$ cat config.mk
export PLATFORM = sky130hd
export DESIGN_NAME = ofdm_rx_ctrl_flat
export DESIGN_NICKNAME = d
export VERILOG_FILES = /design/src/rtl/ofdm_rx_ctrl_pkg.sv /design/src/rtl/ofdm_rx_ctrl_if.sv /design/src/rtl/ofdm_rx_ctrl_bsram_port_mux.sv /design/src/rtl/ofdm_rx_ctrl.sv /design/src/flat_wrapper.sv
export SDC_FILE = /design/constraint.sdc
export NUM_CORES = 1
export LEC_CHECK = 0
export CAP_MARGIN = 25
export CORE_AREA = 2 2 151 153
export DETAILED_ROUTE_END_ITERATION = 8
export DIE_AREA = 0 0 153 155
export PLACE_DENSITY = 0.67
export SYNTH_ARGS = -nofsm -noshare
export SYNTH_HDL_FRONTEND = slang
export SYNTH_SLANG_ARGS = --single-unit
$ cat constraint.sdc
create_clock -name clk -period 2.4 [get_ports clk]
set_clock_uncertainty 0.05 [all_clocks]
set_input_delay 0.72 -clock clk [delete_from_list [all_inputs] [get_ports clk]]
set_output_delay 0.72 -clock clk [all_outputs]
set_load 0.02 [all_outputs]
$ cat src/rtl/ofdm_rx_ctrl_pkg.sv
// Shared types and constants for the OFDM receive sequencer: BSRAM owner and FSM
// state encodings, result width and default BSRAM geometry.
package ofdm_rx_pkg;

    localparam int RES_W      = 96;
    localparam int DEF_AD_W   = 11;
    localparam int DEF_DATA_W = 32;

    typedef enum logic [1:0] {
        OWN_LOAD = 2'd0,
        OWN_FFT  = 2'd1,
        OWN_DEM  = 2'd2,
        OWN_NONE = 2'd3
    } owner_e;

    typedef enum logic [2:0] {
        ST_IDLE      = 3'd0,
        ST_FFT_START = 3'd1,
        ST_FFT_RUN   = 3'd2,
        ST_HANDOVER  = 3'd3,
        ST_DEM_START = 3'd4,
        ST_DEM_RUN   = 3'd5,
        ST_ABORT     = 3'd6,
        ST_DONE      = 3'd7
    } state_e;

    // Which requester may drive BSRAM fft0 while the sequencer sits in a given state.
    function automatic owner_e owner_of(input state_e st);
        case (st)
            ST_IDLE:                    return OWN_LOAD;
            ST_FFT_START, ST_FFT_RUN:   return OWN_FFT;
            ST_DEM_START, ST_DEM_RUN:   return OWN_DEM;
            default:                    return OWN_NONE;
        endcase
    endfunction

endpackage

$ cat src/rtl/ofdm_rx_ctrl_if.sv
// Single-port BSRAM access bundle; requesters drive it as master, the port mux
// consumes requesters as slave and drives the RAM side as master.
interface ofdm_rx_ctrl_if
    import ofdm_rx_pkg::*;
#(
    parameter int AD_W   = DEF_AD_W,
    parameter int DATA_W = DEF_DATA_W
) ();

    logic              oce;
    logic              ce;
    logic              wre;
    logic [AD_W-1:0]   ad;
    logic [DATA_W-1:0] din;

    modport master (output oce, ce, wre, ad, din);
    modport slave  (input  oce, ce, wre, ad, din);

endinterface

$ cat src/rtl/ofdm_rx_ctrl_bsram_port_mux.sv
// Owner-selected 3-way mux onto the single BSRAM fft0 port. NONE parks the port
// fully idle; the decoder is read-only, so its write enable and data are masked.
module bsram_port_mux
    import ofdm_rx_pkg::*;
#(
    parameter int AD_W   = DEF_AD_W,
    parameter int DATA_W = DEF_DATA_W
) (
    input  owner_e         owner_i,
    ofdm_rx_ctrl_if.slave  ld_bus,
    ofdm_rx_ctrl_if.slave  fft_bus,
    ofdm_rx_ctrl_if.slave  dem_bus,
    ofdm_rx_ctrl_if.master ram_bus
);

    logic              sel_oce;
    logic              sel_ce;
    logic              sel_wre;
    logic [AD_W-1:0]   sel_ad;
    logic [DATA_W-1:0] sel_din;
    logic              wr_allowed;

    always_comb begin
        // NOTE: every output gets a default before the case, so no path infers a latch.
        sel_oce = 1'b0;
        sel_ce  = 1'b0;
        sel_wre = 1'b0;
        sel_ad  = '0;
        sel_din = '0;
        case (owner_i)
            OWN_LOAD: begin
                sel_oce = ld_bus.oce;
                sel_ce  = ld_bus.ce;
                sel_wre = ld_bus.wre;
                sel_ad  = ld_bus.ad;
                sel_din = ld_bus.din;
            end
            OWN_FFT: begin
                sel_oce = fft_bus.oce;
                sel_ce  = fft_bus.ce;
                sel_wre = fft_bus.wre;
                sel_ad  = fft_bus.ad;
                sel_din = fft_bus.din;
            end
            OWN_DEM: begin
                sel_oce = dem_bus.oce;
                sel_ce  = dem_bus.ce;
                sel_wre = dem_bus.wre;
                sel_ad  = dem_bus.ad;
                sel_din = dem_bus.din;
            end
            default: ;
        endcase
    end

    assign wr_allowed  = (owner_i != OWN_DEM);

    assign ram_bus.oce = sel_oce;
    assign ram_bus.ce  = sel_ce;
    assign ram_bus.ad  = sel_ad;
    assign ram_bus.wre = sel_wre & wr_allowed;
    assign ram_bus.din = wr_allowed ? sel_din : '0;

endmodule

$ cat src/rtl/ofdm_rx_ctrl.sv
// Receive-pass sequencer: FFT run, guarded BSRAM handover, decoder run, result
// capture, per-run watchdog, and ownership of the shared BSRAM fft0 port.
module ofdm_rx_ctrl
    import ofdm_rx_pkg::*;
#(
    parameter int TIMEOUT_CYCLES = 65536,
    parameter int AD_W           = DEF_AD_W,
    parameter int DATA_W         = DEF_DATA_W
) (
    input  logic             clk,
    input  logic             rst,
    input  logic             start,
    output logic             busy,
    output logic             done,
    output logic             success,
    output logic             err_timeout,
    output logic [RES_W-1:0] res,
    output logic             fft_start,
    output logic             fft_clear,
    input  logic             fft_finish,
    output logic             dem_start,
    output logic             dem_clear,
    input  logic             dem_finish,
    input  logic             dem_success,
    input  logic [RES_W-1:0] dem_res,
    ofdm_rx_ctrl_if.slave    ld_bus,
    ofdm_rx_ctrl_if.slave    fft_bus,
    ofdm_rx_ctrl_if.slave    dem_bus,
    ofdm_rx_ctrl_if.master   ram_bus,
    output logic [1:0]       owner
);

    localparam int CNT_W = $clog2(TIMEOUT_CYCLES) + 1;
    // cnt_q counts RUN cycles already elapsed, so this value marks the cycle in which
    // the count reaches TIMEOUT_CYCLES-1.
    localparam logic [CNT_W-1:0] WD_LAST = CNT_W'(TIMEOUT_CYCLES - 2);

    state_e           state_q, state_d;
    owner_e           owner_q;
    logic [CNT_W-1:0] cnt_q;
    logic             busy_q, done_q, success_q, err_timeout_q;
    logic             fft_start_q, fft_clear_q, dem_start_q, dem_clear_q;
    logic [RES_W-1:0] res_q;
    logic             in_run;
    logic             wd_expired;

    assign in_run     = (state_q == ST_FFT_RUN) || (state_q == ST_DEM_RUN);
    assign wd_expired = (cnt_q == WD_LAST);

    always_comb begin
        state_d = state_q;
        case (state_q)
            ST_IDLE:      if (start) state_d = ST_FFT_START;
            ST_FFT_START: state_d = ST_FFT_RUN;
            ST_FFT_RUN: begin
                if (fft_finish)      state_d = ST_HANDOVER;
                else if (wd_expired) state_d = ST_ABORT;
            end
            ST_HANDOVER:  state_d = ST_DEM_START;
            ST_DEM_START: state_d = ST_DEM_RUN;
            ST_DEM_RUN: begin
                if (dem_finish)      state_d = ST_DONE;
                else if (wd_expired) state_d = ST_ABORT;
            end
            ST_ABORT:     state_d = ST_DONE;
            default:      state_d = ST_IDLE;
        endcase
    end

    // NOTE: all state updates use non-blocking assignments so every register samples pre-edge values.
    always_ff @(posedge clk) begin
        if (rst) begin
            state_q       <= ST_IDLE;
            owner_q       <= OWN_LOAD;
            cnt_q         <= '0;
            busy_q        <= 1'b0;
            done_q        <= 1'b0;
            success_q     <= 1'b0;
            err_timeout_q <= 1'b0;
            fft_start_q   <= 1'b0;
            fft_clear_q   <= 1'b0;
            dem_start_q   <= 1'b0;
            dem_clear_q   <= 1'b0;
            res_q         <= '0;
        end else begin
            state_q     <= state_d;
            owner_q     <= owner_of(state_d);
            cnt_q       <= in_run ? cnt_q + CNT_W'(1) : '0;
            busy_q      <= (state_d != ST_IDLE);
            done_q      <= (state_d == ST_DONE);
            fft_start_q <= (state_d == ST_FFT_START);
            dem_start_q <= (state_d == ST_DEM_START);
            fft_clear_q <= (state_d == ST_ABORT) && (state_q == ST_FFT_RUN);
            dem_clear_q <= (state_d == ST_ABORT) && (state_q == ST_DEM_RUN);

            if (state_q == ST_IDLE && start) begin
                success_q     <= 1'b0;
                err_timeout_q <= 1'b0;
            end
            if (state_q == ST_DEM_RUN && dem_finish) begin
                success_q <= dem_success;
                if (dem_success) res_q <= dem_res;
            end
            if (state_q == ST_ABORT) begin
                success_q     <= 1'b0;
                err_timeout_q <= 1'b1;
            end
        end
    end

    assign busy        = busy_q;
    assign done        = done_q;
    assign success     = success_q;
    assign err_timeout = err_timeout_q;
    assign res         = res_q;
    assign fft_start   = fft_start_q;
    assign fft_clear   = fft_clear_q;
    assign dem_start   = dem_start_q;
    assign dem_clear   = dem_clear_q;
    assign owner       = owner_q;

    bsram_port_mux #(
        .AD_W   (AD_W),
        .DATA_W (DATA_W)
    ) u_port_mux (
        .owner_i (owner_q),
        .ld_bus  (ld_bus),
        .fft_bus (fft_bus),
        .dem_bus (dem_bus),
        .ram_bus (ram_bus)
    );

endmodule
$ cat src/flat_wrapper.sv
// flat-port wrapper written by rule: the top's interface ports become plain ports
module ofdm_rx_ctrl_flat import ofdm_rx_pkg::*;
#(
    parameter int TIMEOUT_CYCLES = 65536,
    parameter int AD_W           = DEF_AD_W,
    parameter int DATA_W         = DEF_DATA_W
)
  (clk, rst, start, busy, done, success, err_timeout, res, fft_start, fft_clear, fft_finish, dem_start, dem_clear, dem_finish, dem_success, dem_res, owner, ld_bus_oce, ld_bus_ce, ld_bus_wre, ld_bus_ad, ld_bus_din, fft_bus_oce, fft_bus_ce, fft_bus_wre, fft_bus_ad, fft_bus_din, dem_bus_oce, dem_bus_ce, dem_bus_wre, dem_bus_ad, dem_bus_din, ram_bus_oce, ram_bus_ce, ram_bus_wre, ram_bus_ad, ram_bus_din);
  ofdm_rx_ctrl_if #(.AD_W(AD_W), .DATA_W(DATA_W)) ld_bus_i ();
  ofdm_rx_ctrl_if #(.AD_W(AD_W), .DATA_W(DATA_W)) fft_bus_i ();
  ofdm_rx_ctrl_if #(.AD_W(AD_W), .DATA_W(DATA_W)) dem_bus_i ();
  ofdm_rx_ctrl_if #(.AD_W(AD_W), .DATA_W(DATA_W)) ram_bus_i ();
  input  logic clk;
  input  logic rst;
  input  logic start;
  output logic busy;
  output logic done;
  output logic success;
  output logic err_timeout;
  output logic [RES_W-1:0] res;
  output logic fft_start;
  output logic fft_clear;
  input  logic fft_finish;
  output logic dem_start;
  output logic dem_clear;
  input  logic dem_finish;
  input  logic dem_success;
  input  logic [RES_W-1:0] dem_res;
  output logic [1:0] owner;
  input wire logic [$bits(ld_bus_i.oce)-1:0] ld_bus_oce;
  input wire logic [$bits(ld_bus_i.ce)-1:0] ld_bus_ce;
  input wire logic [$bits(ld_bus_i.wre)-1:0] ld_bus_wre;
  input wire logic [$bits(ld_bus_i.ad)-1:0] ld_bus_ad;
  input wire logic [$bits(ld_bus_i.din)-1:0] ld_bus_din;
  input wire logic [$bits(fft_bus_i.oce)-1:0] fft_bus_oce;
  input wire logic [$bits(fft_bus_i.ce)-1:0] fft_bus_ce;
  input wire logic [$bits(fft_bus_i.wre)-1:0] fft_bus_wre;
  input wire logic [$bits(fft_bus_i.ad)-1:0] fft_bus_ad;
  input wire logic [$bits(fft_bus_i.din)-1:0] fft_bus_din;
  input wire logic [$bits(dem_bus_i.oce)-1:0] dem_bus_oce;
  input wire logic [$bits(dem_bus_i.ce)-1:0] dem_bus_ce;
  input wire logic [$bits(dem_bus_i.wre)-1:0] dem_bus_wre;
  input wire logic [$bits(dem_bus_i.ad)-1:0] dem_bus_ad;
  input wire logic [$bits(dem_bus_i.din)-1:0] dem_bus_din;
  output wire logic [$bits(ram_bus_i.oce)-1:0] ram_bus_oce;
  output wire logic [$bits(ram_bus_i.ce)-1:0] ram_bus_ce;
  output wire logic [$bits(ram_bus_i.wre)-1:0] ram_bus_wre;
  output wire logic [$bits(ram_bus_i.ad)-1:0] ram_bus_ad;
  output wire logic [$bits(ram_bus_i.din)-1:0] ram_bus_din;
  assign ld_bus_i.oce = ld_bus_oce;
  assign ld_bus_i.ce = ld_bus_ce;
  assign ld_bus_i.wre = ld_bus_wre;
  assign ld_bus_i.ad = ld_bus_ad;
  assign ld_bus_i.din = ld_bus_din;
  assign fft_bus_i.oce = fft_bus_oce;
  assign fft_bus_i.ce = fft_bus_ce;
  assign fft_bus_i.wre = fft_bus_wre;
  assign fft_bus_i.ad = fft_bus_ad;
  assign fft_bus_i.din = fft_bus_din;
  assign dem_bus_i.oce = dem_bus_oce;
  assign dem_bus_i.ce = dem_bus_ce;
  assign dem_bus_i.wre = dem_bus_wre;
  assign dem_bus_i.ad = dem_bus_ad;
  assign dem_bus_i.din = dem_bus_din;
  assign ram_bus_oce = ram_bus_i.oce;
  assign ram_bus_ce = ram_bus_i.ce;
  assign ram_bus_wre = ram_bus_i.wre;
  assign ram_bus_ad = ram_bus_i.ad;
  assign ram_bus_din = ram_bus_i.din;
  ofdm_rx_ctrl #(.TIMEOUT_CYCLES(TIMEOUT_CYCLES), .AD_W(AD_W), .DATA_W(DATA_W)) u_core (.clk(clk), .rst(rst), .start(start), .busy(busy), .done(done), .success(success), .err_timeout(err_timeout), .res(res), .fft_start(fft_start), .fft_clear(fft_clear), .fft_finish(fft_finish), .dem_start(dem_start), .dem_clear(dem_clear), .dem_finish(dem_finish), .dem_success(dem_success), .dem_res(dem_res), .ld_bus(ld_bus_i), .fft_bus(fft_bus_i), .dem_bus(dem_bus_i), .ram_bus(ram_bus_i), .owner(owner));
endmodule
==> reports/qor.yml, run 1 <==
layout:
  fillers: 2175
  final_common_cell: "clkdlybuf4s50_1"
  final_layout_size_suffix_gt1_share_pct: 12.4
  regArea_sq_um: 2530
  final_cell_mix: "291 x clkdlybuf4s50_1, 214 x nand2_1, 124 x dfxtp_1, 105 x a21oi_1, 57 x nor2_1"
  stdcell_count: 1356
  diodes: 0
  utilization_pct: 46.1
  fin_nets: 1300
  area_growth_syn_to_layout_pct: 91.8
  multi_input_area_sq_um: 2690
global_routing:
  grt_pass1_wl_um: 33600
  antenna_found_initial: 1
  grt_max_degree: 60
  overflow: 0
  track_usage_pct: 18.3
  grt_pass1_vias: 5909
clocking:
  htree_levels: 4
  postCtsHoldBufs: 0
  cts_tree: "built"
  clockBufferDepth: 2
  clkSinkCount: 126
  cts_inserted_buffers: 17
  path_clk_slew_ns: 0.05
  insertion_delay_ns: 0.41
  root_buffer: "clkbuf_16"
power_and_ir_drop:
  power_density_nw_per_um2: 625
  seqPwrFrac_pct: 33.4
  pwr-share-clk_pct: 42.2
  swShare_pct: 26.4
  p_leak_nw: 3.75
  irDropWorstVdd_uv: 392
  power.switching_mw: 1.69
  combPwrFrac_pct: 24.4
  p_int_mw: 4.72
floorplanning:
  start_util_pct: 24.1
  die-area_sq_um: 23700
  fp.dieW_um: 153
  core_sq_um: 22200
  io_pins: 392
  placementRows: 55
  die_h_um: 155
drt:
  finalWirelength_um: 22400
  drc: 0
  drtIter0Drc: 286
  num_vias: 6049
  drt-wirelength-per-cell_um: 16.5
  avgViaCountPerCell: 4.46
  detail-route-antenna-nets: 0
  first_pass_iters: 4
logic_synthesis:
  synthesis.nets: 934
  yosysTopAreaCell: "dfxtp_1"
  synthFlopType: "dfxtp_1"
  synth_area_leaders: "dfxtp_1 47%, nand2_1 15%, a21oi_1 9.8%"
  synth-seq-cells: 126
  yosysTopAreaCellShare_pct: 47.2
  synth_edf_count: 0
  synth-async-reset-ratio_pct: 0
  avgSynthCellArea_sq_um: 7.73
  ys_warn_count: 0
  syn_area_sq_um: 5350
  ys_seq_area_share_pct: 47.2
  synth.distinct_cells: 36
  netlist_instances: 692
sta:
  worst_pin_slew_ns: 0.644
  rsz0062_at_grt: "true"
  hold_viol_final: 0
  layout_setup_ws_ns: -0.0569
  fmax_mhz: 407
  maxSlewViolCount: 0
  finalCritPeriodShare_pct: 102
  relSlewSlack_pct: 57.1
  fin_setup_tns_ns: -0.0982
  min_period_ns: 2.46
  setup_viol_count_final: 3
critical_path:
  slowest_stage: "dfxtp_4"
  path_class: "flip-flop to primary output"
  slowest_delay_ns: 0.41
  crit_fanout: 10
  r2r_slack_ns: 0.52
  cp_top_family: "buffers and inverters"
  required_ns: 1.63
  critPathBufInv: 2
  startpoint_type: "flip-flop"
  cp-end-kind: "primary output"
  crit_chain: "bufbuf_16, mux2i_2, nor2_1, clkdlybuf4s15_2"
  cp.arrival_ns: 1.69
placement:
  place_congestion: 0.807
  io_buffers: 358
  place_inst: 1316
  dpl.hpwl_um: 17000
hold_path:
  hp-class: "flip-flop to flip-flop"
outcome:
  violations: "setup timing"
  status: "complete, but fails checks"
run:
  maxCapViolations: 0
per-layer routing:
metal  vias up  GRT usage, %  wire length, um  share of wire, %
li1       3024             -                -                 -
met1      2763          22.1             9310                42
met2       248          31.5            11000                49
met3        14          6.07             1880               8.4
met4         0          4.67              227               1.0
met5         -             0                0                 0
final cells by class:
class                      instances  area share, %
clock buffer                      22           4.43
clock inverter                    10           1.59
inverter                           8          0.293
multi-input combinational        510           26.2
sequential                       126           24.6
tap                              285           3.48
timing repair buffer             395           39.3
power by group through the flow:
stage          logic, mW  registers [mW]  clock network [mW]
5_1_grt             1.66            2.14                2.86
3_3_place_gp        1.47            2.18                   0
2_1_floorplan      0.547            2.18                   0
6_report            1.56            2.14                2.71
3_5_place_dp        1.46            2.18                   0
4_1_cts             1.50            2.14                2.77
state kept, by name (all words and copies together), names as in the netlist, 2 cells and up:
signal	cells
u_core.cnt_q	17
u_core.owner	2
u_core.res	96
u_core.state_q	3
worst min-delay path, delay by kind of cell (launching register included):
kind | cells | cell delay [ns]
simple gates | 1 | 0.05
flops | 1 | 0.30
compound gates | 1 | 0.05
cell usage after synthesis, drive strengths merged, types with 2 or more instances:
cell type / instances
nor2b: 4
nor4b: 2
inv: 8
a21oi: 105
nand2: 214
buf: 13
xnor2: 7
xor2: 3
mux2i: 46
nor3: 11
o211ai: 2
o21ai: 19
nand3: 7
or3: 3
nand2b: 2
nand4: 3
a21o: 2
ha: 2
nor4: 7
nand3b: 3
clkbuf: 35
dfxtp: 126
nor2: 58
kinds of logic (layout without fill, tap and decap cells):
group / count (synthesis) / in the layout / synth area share (%)
flops: 126 / 126 / 47.2
mux: 47 / 47 / 8.82
buf+inv: 56 / 435 / 4.40
simple gates: 317 / 317 / 24.4
compound gates: 134 / 134 / 13.1
xor+xnor: 10 / 10 / 1.64
fa+ha+maj: 2 / 2 / 0.468
stage by stage:
| step | worst slack [ns] | cell area, sq um | hold slack (ns) | power (mW) |
|---|---|---|---|---|
| floorplan | 0.0663 | 5350 | 0.380 | 2.73 |
| global placement | -0.674 | 9470 | 0.390 | 3.65 |
| detailed placement | -0.613 | 9470 | 0.395 | 3.64 |
| CTS | -0.155 | 10100 | 0.403 | 6.41 |
| global route | -0.103 | 10300 | 0.415 | 6.66 |
| finish | -0.0569 | 10300 | 0.401 | 6.41 |
worst paths after layout:
check | startpoint | to | cells after the start
setup / recovery | u_core.owner[0] | ram_bus_din[20] | 4
hold / removal | u_core.res[72] | u_core.res[72] | 2
setup reg to reg | u_core.state_q[0] | u_core.cnt_q[16] | 4
hold reg to reg | u_core.res[72] | u_core.res[72] | 2
what timing repair did:
action	4_1_cts	5_1_grt
pin swaps	5	8
endpoints found under the setup margin	47	38
resized for setup	181	43
setup buffers	2	4
gates cloned	2	1
Note: power is estimated with default switching activity, not from simulation.
==> run 2: changes to the inputs <==
SYNTH_HIERARCHICAL = 1   (was unset)
==> reports/qor.yml, run 2 <==
outcome:
  status: "finished, final reports clean"  # was complete, but fails checks
run:
  maxCapViolations: 0  # unchanged
logic_synthesis:
  synth_area_leaders: "dfxtp_1 47%, nand2_1 14%, a21oi_1 9.7%"  # was dfxtp_1 47%, nand2_1 15%, a21oi_1 9.8%
  netlist_instances: 658  # was 692
  synthFlopType: "dfxtp_1"  # unchanged
  yosysTopAreaCell: "dfxtp_1"  # unchanged
  syn_area_sq_um: 5360  # was 5350 sq um
  avgSynthCellArea_sq_um: 8.15  # was 7.73 sq um
  synth-async-reset-ratio_pct: 0  # unchanged
  synthesis.nets: 900  # was 934
  synth.distinct_cells: 41  # was 36
  ys_seq_area_share_pct: 47.0  # was 47.2%
  synth_most_common_cell: "nand2_1"  # unchanged
  synth-seq-cells: 126  # unchanged
  synth_common_cells: "199 x nand2_1, 126 x dfxtp_1, 104 x a21oi_1"  # was 214 x nand2_1, 126 x dfxtp_1, 105 x a21oi_1
  synth_edf_count: 0  # unchanged
  yosysTopAreaCellShare_pct: 47.0  # was 47.2%
  ys_warn_count: 6  # was 0
critical_path:
  slowest_stage: "clkdlybuf4s50_1"  # was dfxtp_4
  slowest_delay_ns: 0.45  # was 0.41 ns
  cp-end-kind: "primary output"  # unchanged
  path_class: "input pin to primary output"  # was flip-flop to primary output
  startpoint_type: "input pin"  # was flip-flop
  r2r-start: "u_core/cnt_q[0]"  # was u_core.state_q[0]
  crit_fanout: 1  # was 10
  crit_chain: "clkdlybuf4s50_1, mux2i_1, nor2_1, clkdlybuf4s15_2"  # was bufbuf_16, mux2i_2, nor2_1, clkdlybuf4s15_2
  required_ns: 1.63  # about the same
  cp.arrival_ns: 1.60  # was 1.69 ns
  r2r_slack_ns: 0.34  # was 0.52 ns
  worstRegToRegCells: 7  # was 4
  cp-startpoint: "ld_bus_din[31]"  # was u_core.owner[0]
clocking:
  insertion_delay_ns: 0.41  # about the same
  cts_inserted_buffers: 17  # unchanged
  clkSinkCount: 126  # unchanged
  htree_levels: 4  # unchanged
  postCtsHoldBufs: 0  # unchanged
  post_cts.repair.setup_buffers: 0  # was 2
  path_clk_slew_ns: 0.05  # about the same
  root_buffer: "clkbuf_16"  # unchanged
  cts_tree: "built"  # unchanged
  clockBufferDepth: 2  # unchanged
sta:
  hold_viol_final: 0  # unchanged
  fin_setup_tns_ns: 0  # was -0.0982 ns
  layout_setup_ws_ns: 0.0286  # was -0.0569 ns
  rsz0062_at_grt: "false"  # was true
  min_period_ns: 2.37  # was 2.46 ns
  worst_pin_slew_ns: 0.492  # was 0.644 ns
  finalCritPeriodShare_pct: 98.8  # was 102%
  whs_ns: 0.401  # about the same
  relSlewSlack_pct: 67.2  # was 57.1%
  maxSlewViolCount: 0  # unchanged
  fmax_mhz: 422  # was 407 MHz
  setup_viol_count_final: 0  # was 3
layout:
  largest_reg_flops: 96  # unchanged
  fillers: 2188  # was 2175
  fin_area_sq_um: 9780  # was 10300 sq um
  fin_nets: 1247  # was 1300
  area_growth_syn_to_layout_pct: 82.3  # was 91.8%
  final_layout_size_suffix_gt1_share_pct: 10.8  # was 12.4%
  final_common_cell: "clkdlybuf4s50_1"  # unchanged
  utilization_pct: 44.0  # was 46.1%
  final_cell_mix: "306 x clkdlybuf4s50_1, 199 x nand2_1, 124 x dfxtp_1, 104 x a21oi_1, 61 x nor2_1"  # was 291 x clkdlybuf4s50_1, 214 x nand2_1, 124 x dfxtp_1, 105 x a21oi_1, 57 x nor2_1
hold_path:
  holdPathStages: 2  # unchanged
  min_from: "u_core/res[9]"  # was u_core.res[72]
  hp-class: "flip-flop to flip-flop"  # unchanged
placement:
  dpl.hpwl_um: 14900  # was 17000 um
  place_congestion: 0.782  # was 0.807
  io_buffers: 358  # unchanged
  post_dp_cell_area_sq_um: 9300  # was 9470 sq um
  place_ws_ns: -0.432  # was -0.613 ns
power_and_ir_drop:
  combPwrFrac_pct: 19.8  # was 24.4%
  pwr-share-clk_pct: 45.6  # was 42.2%
  seqPwrFrac_pct: 34.7  # was 33.4%
  p_leak_nw: 3.54  # was 3.75 nW
  power.switching_mw: 1.57  # was 1.69 mW
  irDropWorstVdd_uv: 682  # was 392 uV
  swShare_pct: 25.5  # was 26.4%
  power_density_nw_per_um2: 630  # was 625 nW/um^2
  p_int_mw: 4.59  # was 4.72 mW
drt:
  drt-wirelength-per-cell_um: 15.3  # was 16.5 um
  detail-route-antenna-nets: 0  # unchanged
  drtIter0Drc: 242  # was 286
  first_pass_iters: 4  # unchanged
  avgViaCountPerCell: 4.39  # was 4.46
  finalWirelength_um: 19900  # was 22400 um
  num_vias: 5719  # was 6049
  drc: 0  # unchanged
floorplanning:
  io_pins: 392  # unchanged
  placementRows: 55  # unchanged
  start_util_pct: 24.1  # about the same
  die_h_um: 155  # unchanged
  core_sq_um: 22200  # unchanged
  fp.dieW_um: 153  # unchanged
  die-area_sq_um: 23700  # unchanged
global_routing:
  antenna_found_initial: 1  # unchanged
  track_usage_pct: 16.2  # was 18.3%
  grt_pass1_wl_um: 30500  # was 33600 um
  grt_pass1_vias: 5655  # was 5909
  grt_max_degree: 103  # was 60
  overflow: 0  # unchanged
==> run 2: cells by family after synthesis <==
| family | share of synthesized area [%] |
|---|---|
| adder cells (fa/ha/maj) | 0.466 |
| AO/OA/AOI/OAI | 12.7 |
| XOR/XNOR | 2.61 |
| multiplexers | 8.58 |
| flip-flops | 47.0 |
| AND/OR/NAND/NOR | 23.3 |
| buffers and inverters | 5.32 |
==> run 2: per-layer routing <==
metal  routed length (um)  vias to the layer above  track usage, %  part of all wire [%]
met5                    0                        -               0                     0
met4                  724                        0            7.58                   3.6
met3                 1600                       44            6.27                   8.0
met2                 9730                      232            27.5                    49
met1                 7840                     2574            18.0                    39
li1                     -                     2869               -                     -
==> run 2: power by group through the flow <==
stage                     logic [mW]  registers, mW  clock network, mW
final                           1.22           2.14               2.81
after global routing            1.30           2.14               2.98
after CTS                       1.27           2.14               2.89
after detailed placement        1.35           2.18                  0
after global placement          1.34           2.18                  0
after floorplan                0.593           2.19                  0
==> run 2: worst paths after layout <==
| check | end |
|---|---|
| setup reg to reg | u_core/busy |
| hold reg to reg | u_core/res[9] |
| setup / recovery | ram_bus_din[31] |
| hold / removal | u_core/res[9] |
==> run 2: timing repair <==
action / 4_1_cts / 5_1_grt
setup endpoints to repair: 47 / 31
resized for setup: 154 / 36
pin swaps: 0 / 3
==> run 2: final cells by class <==
cell class | instances | area, sq um | area share [%]
timing repair buffer | 375 | 3660 | 37.4
inverter | 3 | 11.3 | 0.115
clock inverter | 13 | 214 | 2.19
multi-input combinational | 482 | 2580 | 26.4
antenna | 1 | 2.50 | 0.0256
tap | 285 | 357 | 3.65
sequential | 126 | 2520 | 25.8
clock buffer | 18 | 429 | 4.39
==> run 2: critical path, delay by kind of cell <==
kind          cells  cell delay, ns
buf+inv           2            0.72
mux               1            0.06
simple gates      1            0.10
==> run 2: stage by stage <==
step	total power, mW	instances
floorplan	2.78	658
global placement	3.52	1271
detailed placement	3.53	1271
CTS	6.29	1302
global route	6.42	1303
finish	6.16	1303
==> run 3: changes to the inputs <==
SKIP_LAST_GASP = 1   (was unset)
==> reports/qor.yml, run 3 (synthesis gave the netlist of run 2 again) <==
drt:
  first_pass_iters: 4  # unchanged
  detail-route-antenna-nets: 0  # unchanged
  finalWirelength_um: 19900  # about the same
  drtIter0Drc: 237  # was 242
  avgViaCountPerCell: 4.39  # about the same
  num_vias: 5718  # was 5719
  drc: 0  # unchanged
  drt-wirelength-per-cell_um: 15.3  # about the same
critical_path:
  worstRegToRegCells: 7  # unchanged
  cp-end-kind: "primary output"  # unchanged
  crit_fanout: 1  # unchanged
  required_ns: 1.63  # about the same
  r2r_slack_ns: 0.34  # about the same
  path_class: "input pin to primary output"  # unchanged
  startpoint_type: "input pin"  # unchanged
  cp.arrival_ns: 1.62  # was 1.60 ns
outcome:
  status: "finished, final reports clean"  # unchanged
power_and_ir_drop:
  power_density_nw_per_um2: 631  # was 630 nW/um^2
  seqPwrFrac_pct: 34.7  # about the same
  p_int_mw: 4.59  # about the same
  combPwrFrac_pct: 19.7  # was 19.8%
  irDropWorstVdd_uv: 681  # was 682 uV
  pwr-share-clk_pct: 45.6  # about the same
  swShare_pct: 25.5  # about the same
  p_leak_nw: 3.51  # was 3.54 nW
  power.switching_mw: 1.57  # about the same
global_routing:
  grt_max_degree: 103  # unchanged
  grt_pass1_wl_um: 30500  # about the same
  antenna_found_initial: 1  # unchanged
  grt_pass1_vias: 5661  # was 5655
  overflow: 0  # unchanged
  track_usage_pct: 16.2  # about the same
run:
  maxCapViolations: 0  # unchanged
layout:
  final_cell_mix: "309 x clkdlybuf4s50_1, 199 x nand2_1, 124 x dfxtp_1, 104 x a21oi_1, 61 x nor2_1"  # was 306 x clkdlybuf4s50_1, 199 x nand2_1, 124 x dfxtp_1, 104 x a21oi_1, 61 x nor2_1
  largest_reg_flops: 96  # unchanged
  fin_nets: 1247  # unchanged
  final_layout_size_suffix_gt1_share_pct: 10.8  # unchanged
  fillers: 2190  # was 2188
  final_common_cell: "clkdlybuf4s50_1"  # unchanged
  area_growth_syn_to_layout_pct: 82.1  # was 82.3%
  stdcell_count: 1303  # unchanged
clocking:
  clkSinkCount: 126  # unchanged
  postCtsHoldBufs: 0  # unchanged
  path_clk_slew_ns: 0.05  # about the same
  clockBufferDepth: 2  # unchanged
  cts_tree: "built"  # unchanged
  cts_inserted_buffers: 17  # unchanged
  htree_levels: 4  # unchanged
  insertion_delay_ns: 0.41  # about the same
  post_cts.repair.setup_buffers: 0  # unchanged
  root_buffer: "clkbuf_16"  # unchanged
sta:
  setup_viol_count_final: 0  # unchanged
  worst_pin_slew_ns: 0.492  # about the same
  fmax_mhz: 419  # was 422 MHz
  rsz0062_at_grt: "true"  # was false
  fin_setup_tns_ns: 0  # unchanged
  hold_viol_final: 0  # unchanged
  layout_setup_ws_ns: 0.0115  # was 0.0286 ns
  finalCritPeriodShare_pct: 99.5  # was 98.8%
  min_period_ns: 2.39  # was 2.37 ns
  relSlewSlack_pct: 67.2  # about the same
  maxSlewViolCount: 0  # unchanged
hold_path:
  holdPathStages: 2  # unchanged
  hp-class: "flip-flop to flip-flop"  # unchanged
placement:
  io_buffers: 358  # unchanged
  dpl.hpwl_um: 14900  # unchanged
  place_ws_ns: -0.432  # unchanged
  place_inst: 1271  # unchanged
  place_congestion: 0.782  # unchanged
floorplanning:
  core_sq_um: 22200  # unchanged
  placementRows: 55  # unchanged
  start_util_pct: 24.1  # unchanged
  die_h_um: 155  # unchanged
  die-area_sq_um: 23700  # unchanged
  io_pins: 392  # unchanged
  fp.dieW_um: 153  # unchanged
-- run 3: changes by cell type in the layout (fill, tap and decap cells not counted) --
cell / previous run / this run
buf_4: 11 / 10
buf_2: 36 / 37
dlymetal6s2s_1: 4 / 1
clkdlybuf4s50_1: 306 / 309
-- run 3: final timing paths --
| kind | endpoint | startpoint |
|---|---|---|
| max | ram_bus_ad[3] | dem_bus_ad[3] |
| min | u_core/res[9] | u_core/res[9] |
| max reg2reg | u_core/busy | u_core/cnt_q[0] |
| min reg2reg | u_core/res[9] | u_core/res[9] |
-- run 3: final cells by class --
cell class              instances  area (sq um)  share of cell area, %
clock buffers                  18           429                   4.39
multi-input cells             482          2580                   26.4
clock inverters                13           214                   2.19
inverters                       3          11.3                  0.115
flip-flops and latches        126          2520                   25.8
well taps                     285           357                   3.65
repair buffers                375          3650                   37.3
diodes                          1          2.50                 0.0256
-- run 3: what timing repair did --
item,CTS,global route
pin swaps,0,1
setup endpoints to repair,47,31
resized for setup,153,33
-- run 3: routing by layer --
| layer | GRT usage, % | share of wire (%) |
|---|---|---|
| met5 | 0 | 0 |
| met4 | 7.58 | 3.6 |
| met3 | 6.27 | 8.2 |
| met2 | 27.5 | 49 |
| met1 | 18.1 | 39 |
-- run 3: power groups by stage --
stage | Combinational (mW) | Sequential [mW] | Clock, mW
after floorplan | 0.593 | 2.19 | 0
after global placement | 1.34 | 2.18 | 0
after detailed placement | 1.35 | 2.18 | 0
after CTS | 1.27 | 2.14 | 2.89
after global routing | 1.30 | 2.14 | 2.98
final | 1.22 | 2.14 | 2.81
-- run 3: stage by stage --
stage               total power, mW  area (sq um)  hold slack, ns  util [%]
finish                         6.16          9770           0.401      44.0
global route                   6.42          9770           0.416      44.0
CTS                            6.30          9900           0.403      44.6
detailed placement             3.53          9300           0.396      41.8
global placement               3.52          9300           0.391      41.8
floorplan                      2.78          5360           0.391         -
-- run 3: critical path, cell delays in order --
cell,delay (ns)
clkdlybuf4s50_1,0.45
mux2i_1,0.06
o2bb2ai_1,0.18
buf_2,0.20
